==> config.mk <==
export PLATFORM = sky130hd
export DESIGN_NAME = mvm_seq_ctrl
export DESIGN_NICKNAME = d
export VERILOG_FILES = /design/src/rtl/mvm_pkg.sv /design/src/rtl/mvm_wrap_cnt.sv /design/src/rtl/mvm_seq_ctrl.sv
export SDC_FILE = /design/constraint.sdc
export NUM_CORES = 1
export LEC_CHECK = 0
export CAP_MARGIN = 20
export CORE_MARGIN = 5
export CORE_UTILIZATION = 42
export DETAILED_ROUTE_END_ITERATION = 10
export PLACE_DENSITY_LB_ADDON = 0.25
export SYNTH_ARGS = -nofsm -noshare
export SYNTH_HDL_FRONTEND = slang
export SYNTH_SLANG_ARGS = --single-unit
==> constraint.sdc <==
create_clock -name clk -period 1.4 [get_ports clk]
set_input_delay 0.28 -clock clk [delete_from_list [all_inputs] [get_ports clk]]
set_output_delay 0.28 -clock clk [all_outputs]
set_load 0.01 [all_outputs]
==> src/rtl/mvm_pkg.sv <==
`default_nettype none
//============================================================================
// mvm_pkg - sequencer state encoding and address-width helper for the MVM block
// Revision 1.0
//============================================================================
package mvm_pkg;

  typedef enum logic [2:0] {
    LOAD_MAT = 3'd0,
    LOAD_VEC = 3'd1,
    COMPUTE  = 3'd2,
    DRAIN    = 3'd3,
    OUTPUT   = 3'd4
  } state_t;

  // Width able to index n entries, never narrower than one bit.
  function automatic int safe_w(input int n);
    return (n > 2) ? $clog2(n) : 1;
  endfunction

endpackage
`default_nettype wire

==> src/rtl/mvm_wrap_cnt.sv <==
`default_nettype none
//============================================================================
// mvm_wrap_cnt - up counter wrapping at MAX-1 by compare, with sync clear
// Revision 1.0
//============================================================================
module mvm_wrap_cnt #(
  parameter int MAX = 4,
  parameter int W   = 2
) (
  input  logic         clk,
  input  logic         reset,
  input  logic         en,
  input  logic         clr,
  output logic [W-1:0] cnt,
  output logic         tc
);

  assign tc = (cnt == W'(MAX - 1));

  always_ff @(posedge clk) begin
    if (reset || clr) begin
      cnt <= '0;
    end else if (en) begin
      cnt <= tc ? '0 : cnt + 1'b1;
    end
  end

endmodule
`default_nettype wire

==> src/rtl/mvm_seq_ctrl.sv <==
`default_nettype none
//============================================================================
// mvm_seq_ctrl - load/compute/output sequencer for the matrix-vector multiplier
// Revision 1.0
//============================================================================
module mvm_seq_ctrl
  import mvm_pkg::*;
#(
  parameter int M      = 4,
  parameter int N      = 4,
  parameter int MAT_AW = safe_w(M * N),
  parameter int VEC_AW = safe_w(N),
  parameter int ROW_W  = safe_w(M)
) (
  input  logic              clk,
  input  logic              reset,
  input  logic              s_valid,
  output logic              s_ready,
  output logic              mat_wr_en,
  output logic [MAT_AW-1:0] mat_wr_addr,
  output logic              vec_wr_en,
  output logic [VEC_AW-1:0] vec_wr_addr,
  output logic [MAT_AW-1:0] mat_rd_addr,
  output logic [VEC_AW-1:0] vec_rd_addr,
  output logic              acc_clr,
  output logic              acc_en,
  output logic              m_valid,
  input  logic              m_ready,
  output logic [ROW_W-1:0]  out_row
);

  state_t state, state_nxt;
  logic   issue, out_hs, last_pass_hs;
  logic   mat_wr_last, vec_wr_last, col_last, row_last;

  assign s_ready      = (state == LOAD_MAT) || (state == LOAD_VEC);
  assign mat_wr_en    = s_valid && s_ready && (state == LOAD_MAT);
  assign vec_wr_en    = s_valid && s_ready && (state == LOAD_VEC);
  assign issue        = (state == COMPUTE);
  assign out_hs       = m_valid && m_ready;
  assign last_pass_hs = out_hs && row_last;

  mvm_wrap_cnt #(.MAX(M * N), .W(MAT_AW)) u_mat_wr (
    .clk(clk), .reset(reset), .en(mat_wr_en), .clr(1'b0),
    .cnt(mat_wr_addr), .tc(mat_wr_last)
  );

  mvm_wrap_cnt #(.MAX(N), .W(VEC_AW)) u_vec_wr (
    .clk(clk), .reset(reset), .en(vec_wr_en), .clr(1'b0),
    .cnt(vec_wr_addr), .tc(vec_wr_last)
  );

  mvm_wrap_cnt #(.MAX(N), .W(VEC_AW)) u_col (
    .clk(clk), .reset(reset), .en(issue), .clr(out_hs),
    .cnt(vec_rd_addr), .tc(col_last)
  );

  mvm_wrap_cnt #(.MAX(M), .W(ROW_W)) u_row (
    .clk(clk), .reset(reset), .en(out_hs), .clr(1'b0),
    .cnt(out_row), .tc(row_last)
  );

  // Running row*N+col address; it naturally lands on the next row's base.
  always_ff @(posedge clk) begin
    if (reset || last_pass_hs) begin
      mat_rd_addr <= '0;
    end else if (issue) begin
      mat_rd_addr <= (mat_rd_addr == MAT_AW'(M * N - 1)) ? '0 : mat_rd_addr + 1'b1;
    end
  end

  always_ff @(posedge clk) begin
    if (reset) begin
      state <= LOAD_MAT;
    end else begin
      state <= state_nxt;
    end
  end

  always_comb begin
    state_nxt = state;
    case (state)
      LOAD_MAT: if (mat_wr_en && mat_wr_last) state_nxt = LOAD_VEC;
      LOAD_VEC: if (vec_wr_en && vec_wr_last) state_nxt = COMPUTE;
      COMPUTE:  if (col_last)                 state_nxt = DRAIN;
      DRAIN:                                  state_nxt = OUTPUT;
      OUTPUT:   if (m_ready)                  state_nxt = row_last ? LOAD_MAT : COMPUTE;
      default:                                state_nxt = LOAD_MAT;
    endcase
  end

  // Accumulator controls trail the read issue by the memory read latency.
  always_ff @(posedge clk) begin
    if (reset) begin
      acc_en  <= 1'b0;
      acc_clr <= 1'b0;
      m_valid <= 1'b0;
    end else begin
      acc_en  <= issue;
      acc_clr <= issue && (vec_rd_addr == '0);
      m_valid <= (state_nxt == OUTPUT);
    end
  end

endmodule
`default_nettype wire
; ---- After elaboration in Yosys (flattened, before gate mapping)
; Index checks and enable logic that the tools add are counted.
[totals]
ram_bits = 0
n_memories = 0
mem_bits_ro = 0
in_bits = 4
latch_bits = 0
reg_bits = 20
wordCells = 48
[op_classes]
bitwise = 0
n_mul = 0
n_reduce_logical = 13
muxes = 11
n_eq_ne = 10
order_cmp = 0
div_mod_pow = 0
add_sub_neg = 5
shift = 0
[op_table]
columns = cell, count
row1 = $pmux W3 S5, 1
row2 = $mux W3, 4
row3 = $add A4 B1 Y4 const B, 2
row4 = $eq A4 B4 Y1 const B, 2
row5 = $logic_and A1 B1 Y1, 8
row6 = $mux W2, 4
row7 = $mux W4, 2
row8 = $add A2 B1 Y2 const B, 3
row9 = $eq A2 B2 Y1 const B, 3
row10 = $eq A3 B2 Y1 const B, 2
row11 = $eq A3 B3 Y1 const B, 2
row12 = $eq A3 B1 Y1 const B, 1
row13 = $logic_not A3 Y1, 1
row14 = $logic_or A1 B1 Y1, 3
row15 = $logic_not A2 Y1, 1

; ---- Depth between registers and ports, before layout
[logic_depth]
word_depth = 8
mapped_depth = 6
depth_no_buf = 5

; ---- Hierarchy
; Synthesis repeated with hierarchy kept, for this count alone.
[unflattened]
hier_cells = 96
hier_area_um2 = 945.9
[modules_own_cells]
columns = mod, area_per_inst_um2, instances, cells_each, seq_area_each_um2
row1 = mvm_seq_ctrl, 480.5, 1, 53, 200.2
row2 = mvm_wrap_cnt at u_col ..., 95.1, 3, 8, 40.0
row3 = mvm_wrap_cnt at u_mat_wr, 180.2, 1, 19, 80.1

; ---- Worst setup path before layout
; No wires, ideal clock.
[synth_path]
path_type = register -> register
start = register state[1]
end = register u_mat_wr.cnt[3]
path_stages_with_launch = 6
arrival_time_ps = 1419
n_path_buf = 1
slack_ps = -89
setup_time_ps = 71
period_less_slack_ps = 1489
cell_sequence = dfxtp_1 -> buf_6 -> nor4b_4 -> nand2_2 -> or3_1 -> a21oi_1
[synth_between]
elab_chain_len = 4
word_cells_on_any_way = 5
cone_classes = 1 x eq/ne / 4 x reduce/logical
[synth_rtl]
columns = item, line_no
row1 = from (decl), mvm_seq_ctrl.sv:32  ; state_t state, state_nxt;
row2 = from (signal assigned), mvm_seq_ctrl.sv:76  ; state <= state_nxt;
row3 = $eq A3 B1 Y1 / $logic_not A3 Y1 (equally long branches), "mvm_seq_ctrl.sv:36, mvm_seq_ctrl.sv:37"
row4 = $logic_or A1 B1 Y1, mvm_seq_ctrl.sv:36  ; assign s_ready = (state == LOAD_MAT) || (state == LOAD_VEC);
row5 = $logic_and A1 B1 Y1, mvm_seq_ctrl.sv:37  ; assign mat_wr_en = s_valid && s_ready && (state == LOAD_MAT);
row6 = $logic_and A1 B1 Y1 *, mvm_seq_ctrl.sv:37
row7 = named net mat_wr_en, mvm_seq_ctrl.sv:19  ; output logic mat_wr_en,
row8 = to (signal assigned), mvm_wrap_cnt.sv:24  ; cnt <= tc ? '0 : cnt + 1'b1;
row9 = to (decl), mvm_wrap_cnt.sv:14  ; output logic [W-1:0] cnt,
; The timed path passes the listed nets; every way through them passes the cells marked *.
; A chain may end at the register's enable or synchronous reset.

; ---- Worst setup path after layout
[layout_path]
start = register state[2]
end = output vec_wr_en
[layout_between]
elab_chain_len = 4
word_cells_on_any_way = 5
cone_classes = 1 x eq/ne / 4 x reduce/logical
[layout_rtl]
columns = item, line_no
row1 = $eq A3 B1 Y1 / $logic_not A3 Y1 (equally long branches), "mvm_seq_ctrl.sv:36, mvm_seq_ctrl.sv:38"
row2 = $logic_or A1 B1 Y1, mvm_seq_ctrl.sv:36
row3 = $logic_and A1 B1 Y1, mvm_seq_ctrl.sv:38  ; assign vec_wr_en = s_valid && s_ready && (state == LOAD_VEC);
row4 = $logic_and A1 B1 Y1 *, mvm_seq_ctrl.sv:38
row5 = to (decl), mvm_seq_ctrl.sv:21  ; output logic vec_wr_en,
; Mark *: on every way between the ends. The rest lies on a longest branch, timed or not.

==> insert_results.sql <==
INSERT INTO impl_metrics (metric_group, metric, value, unit) VALUES
('cts', 'max-clock-path-buffers', '2', ''),
('pwr', 'internal_power', '760.5', 'uW'),
('timing', 'timing_hold_violations_final', '0', ''),
('run_status', 'failing_checks', 'negative setup slack', ''),
('placement', 'detail_placement_hpwl', '1449', 'um'),
('critical_path', 'cp-start-kind', 'flop', ''),
('global_route', 'grt_first_pass_wirelength', '3498', 'um'),
('timing', 'rsz0062_at_grt', 'yes', ''),
('finish', 'final_core_utilization', '64.24', '%'),
('yosys', 'ys_seq_elements', '20', ''),
('critical_path', 'crit_required', '1.12', 'ns'),
('timing', 'final_min_period_over_clock_period', '102.6', '%'),
('global_route', 'first_global_vias', '818', ''),
('pwr', 'clkPwrFrac', '34.8', '%'),
('yosys', 'flip_flop_cell_with_the_highest_count_after_synthesis', 'dfxtp_1', ''),
('timing', 'worst_clock_skew', '0.002878', 'ns'),
('route', 'detail_route.wirelength', '2047', 'um'),
('route', 'dr.first_iter.drc_count', '8', ''),
('route', 'detail_route.wl_per_cell', '11.97', 'um'),
('run_status', 'status', 'finished, violations left', ''),
('finish', 'num-fill-cells', '216', ''),
('timing', 'finalSetupViolations', '2', ''),
('global_route', 'global_route.usage.met3', '2.941', '%'),
('critical_path', 'critPathMaxFanout', '3', ''),
('finish', 'layout.area.seq', '419.2', 'um^2'),
('yosys', 'post_synth_inst_count', '104', ''),
('route', 'drt_drc_violations_left', '0', ''),
('finish', 'antenna_diodes', '0', ''),
('yosys', 'ys.warnings.count', '0', ''),
('finish', 'drive_above_1_share', '32.87', '%'),
('pwr', 'power_switching', '219.2', 'uW'),
('yosys', 'mapped_nets', '114', ''),
('worst_hold_path', 'holdCritPathClass', 'flop to flop', ''),
('floorplan', 'design.portCount', '24', ''),
('yosys', 'postSynthAreaPerCell', '9.047', 'um^2'),
('yosys', 'synth-seq-area-share', '42.55', '%'),
('finish', 'final_common_cell', 'dlygate4sd2_1', ''),
('finish', 'areaGrowthSynthToFinish', '48.14', '%'),
('placement', 'place.port_buffers', '23', ''),
('cts', 'cts_hold_bufs', '0', ''),
('timing', 'worst_pin_slew', '0.2826', 'ns'),
('floorplan', 'core_region_area', '0.002170', 'mm^2'),
('pwr', 'leakagePower', '0.6510', 'nW'),
('yosys', 'asyncSetResetFlopFracSynth', '0', '%'),
('pwr', 'switching_part_of_the_total', '22.38', '%'),
('pwr', 'vdd_ir_drop_max', '0.0005479', 'V'),
('pwr', 'pwr-share-comb', '6.8', '%'),
('global_route', 'pin_count_of_the_biggest_net_entering_global_routing', '14', ''),
('timing', 'drv_slew', '0', ''),
('route', 'drt-pass1-iter-count', '4', ''),
('route', 'antenna_violating_nets_post_route', '0', ''),
('critical_path', 'arrival', '1.16', 'ns'),
('finish', 'design.final.nets', '154', ''),
('cts', 'cts-root-buf', 'clkbuf_4', ''),
('pwr', 'portion_of_total_power_attributed_to_sequential_cells', '58.3', '%'),
('yosys', 'number_of_synthesized_flops_with_an_enable_pin', '0', ''),
('global_route', 'globalRouteMet2Util', '22.68', '%'),
('global_route', 'grt.met1_usage', '15.73', '%'),
('placement', 'minimum_setup_slack_after_placement', '-0.4969', 'ns'),
('critical_path', 'crit_path_end_kind', 'output pin', ''),
('cts', 'clock_net_sink_count', '20', ''),
('yosys', 'yosys_cell_types', '32', ''),
('floorplan', 'num_rows', '17', ''),
('global_route', 'grt-ovfl-total', '0', ''),
('global_route', 'grt_antenna_before_repair', '0', ''),
('global_route', 'grt_usage', '13.25', '%'),
('cts', 'tritoncts', 'built', ''),
('timing', 'max_freq', '0.6960', 'GHz'),
('route', 'drt-vias-per-instance', '5.000', ''),
('timing', 'setup_ws', '-0.03680', 'ns'),
('floorplan', 'dieHeight', '57.33', 'um');
==> registers in the layout, indices dropped and copies added, names as in the netlist <==
register / cells
u_col.cnt: 2
u_row.cnt: 2
mat_rd_addr: 4
state: 3
m_valid: 1
u_mat_wr.cnt: 4
acc_clr: 1
u_vec_wr.cnt: 2
acc_en: 1
==> timing repair <==
item,4_1_cts,5_1_grt
cloned,0,0
setup endpoints to repair,25,10
buffers inserted,3,2
resized for setup,51,8
pin swaps,4,7
==> power groups by stage <==
| stage | sequential (mW) | clock, mW | combinational, mW |
|---|---|---|---|
| detailed placement | 0.590 | 0 | 0.0673 |
| global route | 0.573 | 0.372 | 0.0752 |
| finish | 0.571 | 0.341 | 0.0670 |
| CTS | 0.572 | 0.356 | 0.0621 |
| global placement | 0.590 | 0 | 0.0661 |
| floorplan | 0.594 | 0 | 0.0241 |
==> logic make-up (layout without fill, tap and decap cells) <==
group	Yosys count	count (layout)	synth area share, %
simple gates	46	46	26.06
compound gates	17	17	11.44
mux	4	4	4.255
xor+xnor	3	3	2.793
flops	20	20	42.55
fa+ha+maj	6	6	7.979
buf+inv	8	47	4.920
==> area by class of cell <==
| class | instances | share of cell area, % |
|---|---|---|
| timing repair buffer | 41 | 25.22 |
| sequential | 20 | 30.07 |
| clock buffer | 4 | 2.603 |
| inverter | 2 | 0.5386 |
| tap | 28 | 2.513 |
| multi-input combinational | 76 | 39.05 |
==> worst paths after layout <==
path	startpoint	to	slack [ns]	cells after the start
worst max register to register	state[0]	u_mat_wr.cnt[3]	0.03	5
worst min register to register	u_row.cnt[1]	u_row.cnt[1]	0.49	2
worst max-delay path	state[2]	vec_wr_en	-0.04	4
worst min-delay path	u_row.cnt[1]	u_row.cnt[1]	0.49	2
==> cell usage after synthesis (2+ instances only) <==
cell / count / area share, %
nor2_1: 14 / 5.6
nand2_1: 14 / 5.6
nand3b_1: 2 / 1.6
inv_1: 2 / 0.80
buf_6: 2 / 2.4
nor2b_1: 2 / 1.3
mux2i_1: 4 / 4.3
clkbuf_1: 3 / 1.2
a311oi_1: 2 / 1.9
ha_1: 6 / 8.0
dfxtp_1: 20 / 43
nand3_1: 3 / 1.6
a21oi_1: 9 / 4.8
xor2_1: 3 / 2.8
==> critical path: stages, from the launching register on <==
cell and delay (ns):
dfxtp_4 0.38, buf_6 0.12, nor2_4 0.07, and3_4 0.19, buf_6 0.10
==> stage by stage <==
| stage | hold WS, ns | cell area (um^2) | power (mW) | TNS (ns) | instances |
|---|---|---|---|---|---|
| global route | 0.5271 | 1394 | 1.020 | -0.2919 | 171 |
| CTS | 0.4958 | 1341 | 0.9893 | -0.2147 | 169 |
| floorplan | 0.3516 | 940.9 | 0.6182 | -0.03875 | 104 |
| finish | 0.4891 | 1394 | 0.9797 | -0.05843 | 171 |
| global placement | 0.4737 | 1265 | 0.6560 | -2.284 | 162 |
| detailed placement | 0.4813 | 1265 | 0.6573 | -2.553 | 162 |
==> per-layer routing <==
layer | part of all wire [%] | wire, um | vias up
met5 | 0 | 0 | -
met4 | 0.68 | 14 | 0
met3 | 4.6 | 95 | 2
met2 | 51 | 1040 | 17
met1 | 44 | 895 | 397
li1 | - | - | 439
Power figures use the tool's default switching activity.
